===== src/rtl/serial_slice_comparator_if.sv =====
// Handshake and operand bundle for serial_slice_comparator.
// Flags are ordered {g,e,l} wherever they appear packed.
interface serial_slice_comparator_if #(
   parameter int WIDTH = 12
);
   logic             start;
   logic [WIDTH-1:0] a;
   logic [WIDTH-1:0] b;
   logic             l;
   logic             e;
   logic             g;
   logic             busy;
   logic             done;
   logic             lt;
   logic             eq;
   logic             gt;

   modport master (
      output start, a, b, l, e, g,
      input  busy, done, lt, eq, gt
   );

   modport slave (
      input  start, a, b, l, e, g,
      output busy, done, lt, eq, gt
   );
endinterface


===== src/rtl/serial_slice_comparator.sv =====
// Wide magnitude compare, one 3-bit slice per clock, LSB slice first.
// Optional: define CMP_SIGNED_EN for two's complement operands.
module serial_slice_comparator #(
   parameter int WIDTH = 12
) (
   input logic                  clk,
   input logic                  rst_n,
   serial_slice_comparator_if.slave bus
);
   localparam int N  = WIDTH / 3;
   localparam int CW = (N > 1) ? $clog2(N) : 1;

   typedef enum logic [1:0] {
      IDLE,
      RUN,
      DONE
   } state_t;

   state_t           state;
   state_t           state_nxt;
   logic [WIDTH-1:0] a_q;
   logic [WIDTH-1:0] b_q;
   logic [CW-1:0]    cnt;
   logic [2:0]       flg;
   logic [2:0]       flg_nxt;
   logic [2:0]       res;
   logic [2:0]       seed;
   logic [2:0]       sa;
   logic [2:0]       sb;
   logic             last;
   logic             accept;

   assign last = (cnt == CW'(N - 1));

   // The DONE exit edge also samples start, giving one compare per N+1 cycles.
   assign accept = bus.start && (state == IDLE || state == DONE);

   // Any seed that is not one-hot collapses to "equal".
   always_comb begin
      seed = 3'b010;
      case ({bus.g, bus.e, bus.l})
         3'b100:  seed = 3'b100;
         3'b001:  seed = 3'b001;
         default: seed = 3'b010;
      endcase
   end

   // Slice compare; the top slice flips its sign bit in signed mode.
   always_comb begin
      sa = a_q[2:0];
      sb = b_q[2:0];
`ifdef CMP_SIGNED_EN
      if (last) begin
         sa[2] = ~sa[2];
         sb[2] = ~sb[2];
      end
`else
`endif
      flg_nxt = flg;
      unique case (1'b1)
         (sa > sb): flg_nxt = 3'b100;
         (sa < sb): flg_nxt = 3'b001;
         default:   flg_nxt = flg;
      endcase
   end

   // State register.
   always_ff @(posedge clk or negedge rst_n) begin
      if (!rst_n) state <= IDLE;
      else        state <= state_nxt;
   end

   // Next-state decode.
   always_comb begin
      state_nxt = state;
      case (state)
         IDLE:    if (bus.start) state_nxt = RUN;
         RUN:     if (last) state_nxt = DONE;
         DONE:    state_nxt = bus.start ? RUN : IDLE;
         default: state_nxt = IDLE;
      endcase
   end

   // Operand shift registers, running flags, slice counter and result.
   always_ff @(posedge clk or negedge rst_n) begin
      if (!rst_n) begin
         a_q <= '0;
         b_q <= '0;
         cnt <= '0;
         flg <= 3'b010;
         res <= 3'b000;
      end else if (accept) begin
         a_q <= bus.a;
         b_q <= bus.b;
         cnt <= '0;
         flg <= seed;
         res <= 3'b000;
      end else if (state == RUN) begin
         a_q <= a_q >> 3;
         b_q <= b_q >> 3;
         cnt <= cnt + 1'b1;
         flg <= flg_nxt;
         if (last) res <= flg_nxt;
      end
   end

   assign bus.busy = (state == RUN);
   assign bus.done = (state == DONE);
   assign bus.gt   = res[2];
   assign bus.eq   = res[1];
   assign bus.lt   = res[0];
endmodule

===== src/flat_wrapper.sv =====
// flat-port wrapper written by rule: the top's interface ports become plain ports
module serial_slice_comparator_flat 
#(
   parameter int WIDTH = 12
)
  (clk, rst_n, bus_start, bus_a, bus_b, bus_l, bus_e, bus_g, bus_busy, bus_done, bus_lt, bus_eq, bus_gt);
  serial_slice_comparator_if #(.WIDTH(WIDTH)) bus_i ();
  input logic clk;
  input logic rst_n;
  input wire logic [$bits(bus_i.start)-1:0] bus_start;
  input wire logic [$bits(bus_i.a)-1:0] bus_a;
  input wire logic [$bits(bus_i.b)-1:0] bus_b;
  input wire logic [$bits(bus_i.l)-1:0] bus_l;
  input wire logic [$bits(bus_i.e)-1:0] bus_e;
  input wire logic [$bits(bus_i.g)-1:0] bus_g;
  output wire logic [$bits(bus_i.busy)-1:0] bus_busy;
  output wire logic [$bits(bus_i.done)-1:0] bus_done;
  output wire logic [$bits(bus_i.lt)-1:0] bus_lt;
  output wire logic [$bits(bus_i.eq)-1:0] bus_eq;
  output wire logic [$bits(bus_i.gt)-1:0] bus_gt;
  assign bus_i.start = bus_start;
  assign bus_i.a = bus_a;
  assign bus_i.b = bus_b;
  assign bus_i.l = bus_l;
  assign bus_i.e = bus_e;
  assign bus_i.g = bus_g;
  assign bus_busy = bus_i.busy;
  assign bus_done = bus_i.done;
  assign bus_lt = bus_i.lt;
  assign bus_eq = bus_i.eq;
  assign bus_gt = bus_i.gt;
  serial_slice_comparator #(.WIDTH(WIDTH)) u_core (.clk(clk), .rst_n(rst_n), .bus(bus_i));
endmodule

===== config.mk =====
export PLATFORM = sky130hd
export DESIGN_NAME = serial_slice_comparator_flat
export DESIGN_NICKNAME = d
export VERILOG_FILES = /design/src/rtl/serial_slice_comparator_if.sv /design/src/rtl/serial_slice_comparator.sv /design/src/flat_wrapper.sv
export SDC_FILE = /design/constraint.sdc
export NUM_CORES = 1
export LEC_CHECK = 0
export CAP_MARGIN = 40
export CORE_AREA = 2 2 75 49
export CTS_BUF_LIST = sky130_fd_sc_hd__clkbuf_4 sky130_fd_sc_hd__clkbuf_8 sky130_fd_sc_hd__clkbuf_16
export CTS_CLUSTER_DIAMETER = 80
export DETAILED_ROUTE_END_ITERATION = 10
export DIE_AREA = 0 0 77 51
export GPL_TIMING_DRIVEN = 0
export PLACE_DENSITY = 0.76
export SYNTH_ARGS = -nofsm -noshare
export SYNTH_HDL_FRONTEND = slang
export SYNTH_SLANG_ARGS = --single-unit

===== constraint.sdc =====
create_clock -name clk -period 2.03 [get_ports clk]
set_input_delay 0.203 -clock clk [delete_from_list [all_inputs] [get_ports clk]]
set_output_delay 0.203 -clock clk [all_outputs]
set_load 0.01 [all_outputs]

==> run_results.csv <==
group,metric,value,unit
outcome,status,"complete, no violations",
synthesis,synth_common_cells,"nand2_1, dfrtp_1, a22oi_1, a22o_1, nor2_1",
setup_path,worstSetupStartpointType,"flop",
cts,cts_tree,"yes",
synthesis,yosysMostFrequentCell,"nand2_1",
layout,diodes,0,
synthesis,synth_xor_area_share,0.576,%
pwr,p_seq_share,35.4,%
pwr,peakVddDrop,0.588,mV
floorplan,chipHeight,51,um
floorplan,io_pins,35,
detailed_routing,drc_errors,0,
synthesis,yosysSeqAreaShare,56.0,%
setup_path,rr_worst_depth,5,
layout,fillers,308,
cts,clk_pin_slew,0.07,ns
timing,tightest_slew,0.761,ns
synthesis,synthTopCellsByArea,"dfrtp_1, nand2_1, a22oi_1",
synthesis,yosys.area_share.simple,17.3,%
cts,post_cts_buffers,0,
min_path,hp-start,"u_core.a_q[3]",
cts,clkLatencyLatePin,0.30,ns
detailed_routing,wl,3.36,mm
floorplan,core_region_area,3360,um^2
synthesis,synth-seq-cells,34,
timing,finalSetupViolations,0,
pwr,p_per_area,1560,nW/um^2
global_routing,antenna_found_initial,0,
timing,hold_violations,0,
floorplan,rows,17,
layout,areaGrowthSynthToFinish,35.8,%
synthesis,syn_nets,183,
synthesis,yosys_warnings,0,
timing,layout_setup_ws,0.103,ns
synthesis,synth_compound_area_share,18.8,%
synthesis,synthAdderAreaFrac,3.29,%
global_routing,grt_pass1_wl,5.50,mm
setup_path,worstPathArrival,1.72,ns
setup_path,cp-end-kind,"output pin",
detailed_routing,via_per_inst,5.21,
synthesis,synthCells,149,
setup_path,worstSetupPathType,"flop to output pin",
min_path,whs_path_depth,2,
timing,period_share,94.9,%
pwr,intPower,2.08,mW
detailed_routing,first_iter_violations,76,
global_routing,grt_pass1_vias,1158,
synthesis,synthesis.area,1520,um^2
placed_design,dpl_worst_slack,0.223,ns
detailed_routing,routedWlPerCell,14.1,um
pwr,leakage,0.950,nW
floorplan,dieArea,3930,um^2
placed_design,dp_hpwl,2.41,mm
cts,clk_path_buf_depth,2,
synthesis,syn_avg_cell_area,10.2,um^2
placed_design,routabilityCongestion,0.806,
pwr,power,3.21,mW
placed_design,io_buffer_count,34,
run,drv_cap,0,
synthesis,synth.largest_area_cell,"dfrtp_1",
detailed_routing,first_pass_iters,4,
layout,drive_above_1_share,9.42,%
pwr,p_sw_share,35.3,%
timing,rsz0062_at_grt,"no",
min_path,hold_path_end,"u_core.a_q[3]",
min_path,holdCritPathClass,"flop to flop",
setup_path,rr_startpoint,"u_core.a_q[2]",
timing,fin_crit,1.93,ns
setup_path,cp_max_fo,19,
synthesis,ys.flop_type,"dfrtp_1",
pwr,p_sw,1.13,mW
pwr,clockPowerShare,24.2,%
floorplan,die_w,77,um
timing,timing.hold.ws,0.483,ns
synthesis,synthDistinctLibCells,30,
synthesis,synth_top_family_by_area,"compound AO/OA/AOI/OAI gates",
cts,root_buffer,"clkbuf_8",
timing,timing.fmax,519,MHz
synthesis,synthArstFlopShare,100,%
detailed_routing,ant_nets,0,
setup_path,r2r_setup_slack,0.26,ns
synthesis,synthMuxAreaShare,0,%
floorplan,start_util,45.2,%
pwr,power_frac_comb,40.5,%
synthesis,synth_top_cell_area_share,54.3,%
global_routing,track_usage,19.1,%
cts,cts_num_sinks,34,
setup_path,r2r_end,"u_core.res[1]",
synthesis,synth_edf_count,0,
layout,nets,224,
global_routing,grt_max_degree,35,
global_routing,grt-ovfl-total,0,
cts,cts_buffers,5,
timing,fin_tns_setup,0,ns
timing,slew_violations,0,
timing,slew-limit-headroom,49.3,%
setup_path,cp_data_required_time,1.83,ns
detailed_routing,vias,1241,
timing,fin_skew,0.0102,ns
cts,htreeDepth,2,
## worst max-delay path by stage
stage	end	slack, ns	start
after CTS	bus_busy	0.004	u_core.state[1]
after floorplan	u_core.flg[2]	0.39	u_core.a_q[2]
final	bus_busy	0.10	u_core.state[1]
after detailed placement	bus_busy	0.22	u_core.state[1]
after global placement	u_core.a_q[11]	0.1	rst_n
after global routing	bus_busy	0.02	u_core.state[1]
## metal layers
layer	part of all wire (%)	wire (um)	vias to the layer above	track usage, %
met5	0	0	-	0
met4	1.5	51	0	8.93
met3	6.9	231	6	6.18
met2	43	1430	39	27.6
met1	49	1640	588	26.4
li1	-	-	608	-
## placed cells by master, fill, tap and decap left out, types with 2 or more instances in the layout
master	count
inv_1	4
buf_1	2
and2b_1	2
nor2_1	7
a31oi_1	3
a21oi_1	5
o21ai_0	3
buf_2	5
clkdlybuf4s50_1	33
clkbuf_8	6
nor3_1	5
a22o_1	8
a22oi_1	12
nand2_1	35
a221o_1	3
ha_1	4
dfrtp_1	33
bufinv_16	2
nand3_1	3
## sequential cells by signal, indices dropped and copies added (netlist names)
name / count
u_core.b_q: 12
u_core.res: 3
u_core.a_q: 12
u_core.state: 2
u_core.cnt: 2
u_core.flg: 3
## power groups by stage
stage / registers (mW) / logic, mW / clock network, mW
2_1_floorplan: 1.10 / 0.949 / 0
3_5_place_dp: 1.15 / 1.31 / 0
4_1_cts: 1.13 / 1.30 / 0.787
3_3_place_gp: 1.13 / 1.26 / 0
6_report: 1.14 / 1.30 / 0.777
5_1_grt: 1.17 / 1.48 / 0.817
## metrics by stage
stage / cell area (um^2) / instances / utilization, %
after floorplan: 1520 / 149 / -
after global placement: 1920 / 230 / 57.1
after detailed placement: 1910 / 230 / 57.0
after CTS: 2060 / 238 / 61.4
after global routing: 2060 / 238 / 61.4
final: 2060 / 238 / 61.4
## cells by family after synthesis
family / Yosys count
simple gates: 58
compound gates: 38
flops: 34
buf+inv: 14
fa+ha+maj: 4
xor+xnor: 1
## critical path, stage by stage, from the launching register on
cell	delay [ns]
dfrtp_1	0.37
nand2b_4	0.17
inv_2	0.06
clkbuf_4	0.25
clkdlybuf4s50_1	0.58
## cell type report
class | count | area, um^2 | share of cell area (%)
inverter | 5 | 18.8 | 0.909
multi-input combinational | 101 | 608 | 29.5
sequential | 34 | 852 | 41.3
timing repair buffer | 35 | 345 | 16.7
clock buffer | 6 | 82.6 | 4.00
buffer | 8 | 38.8 | 1.88
tap | 47 | 58.8 | 2.85
clock inverter | 2 | 60.1 | 2.91
## repair_timing
action | 4_1_cts | 5_1_grt
hold buffers | 1 | 0
resized for setup | 0 | 1
gates cloned | 0 | 0
hold endpoints to repair | 29 | 0
setup endpoints to repair | 1 | 1
Power figures use the tool's default switching activity.
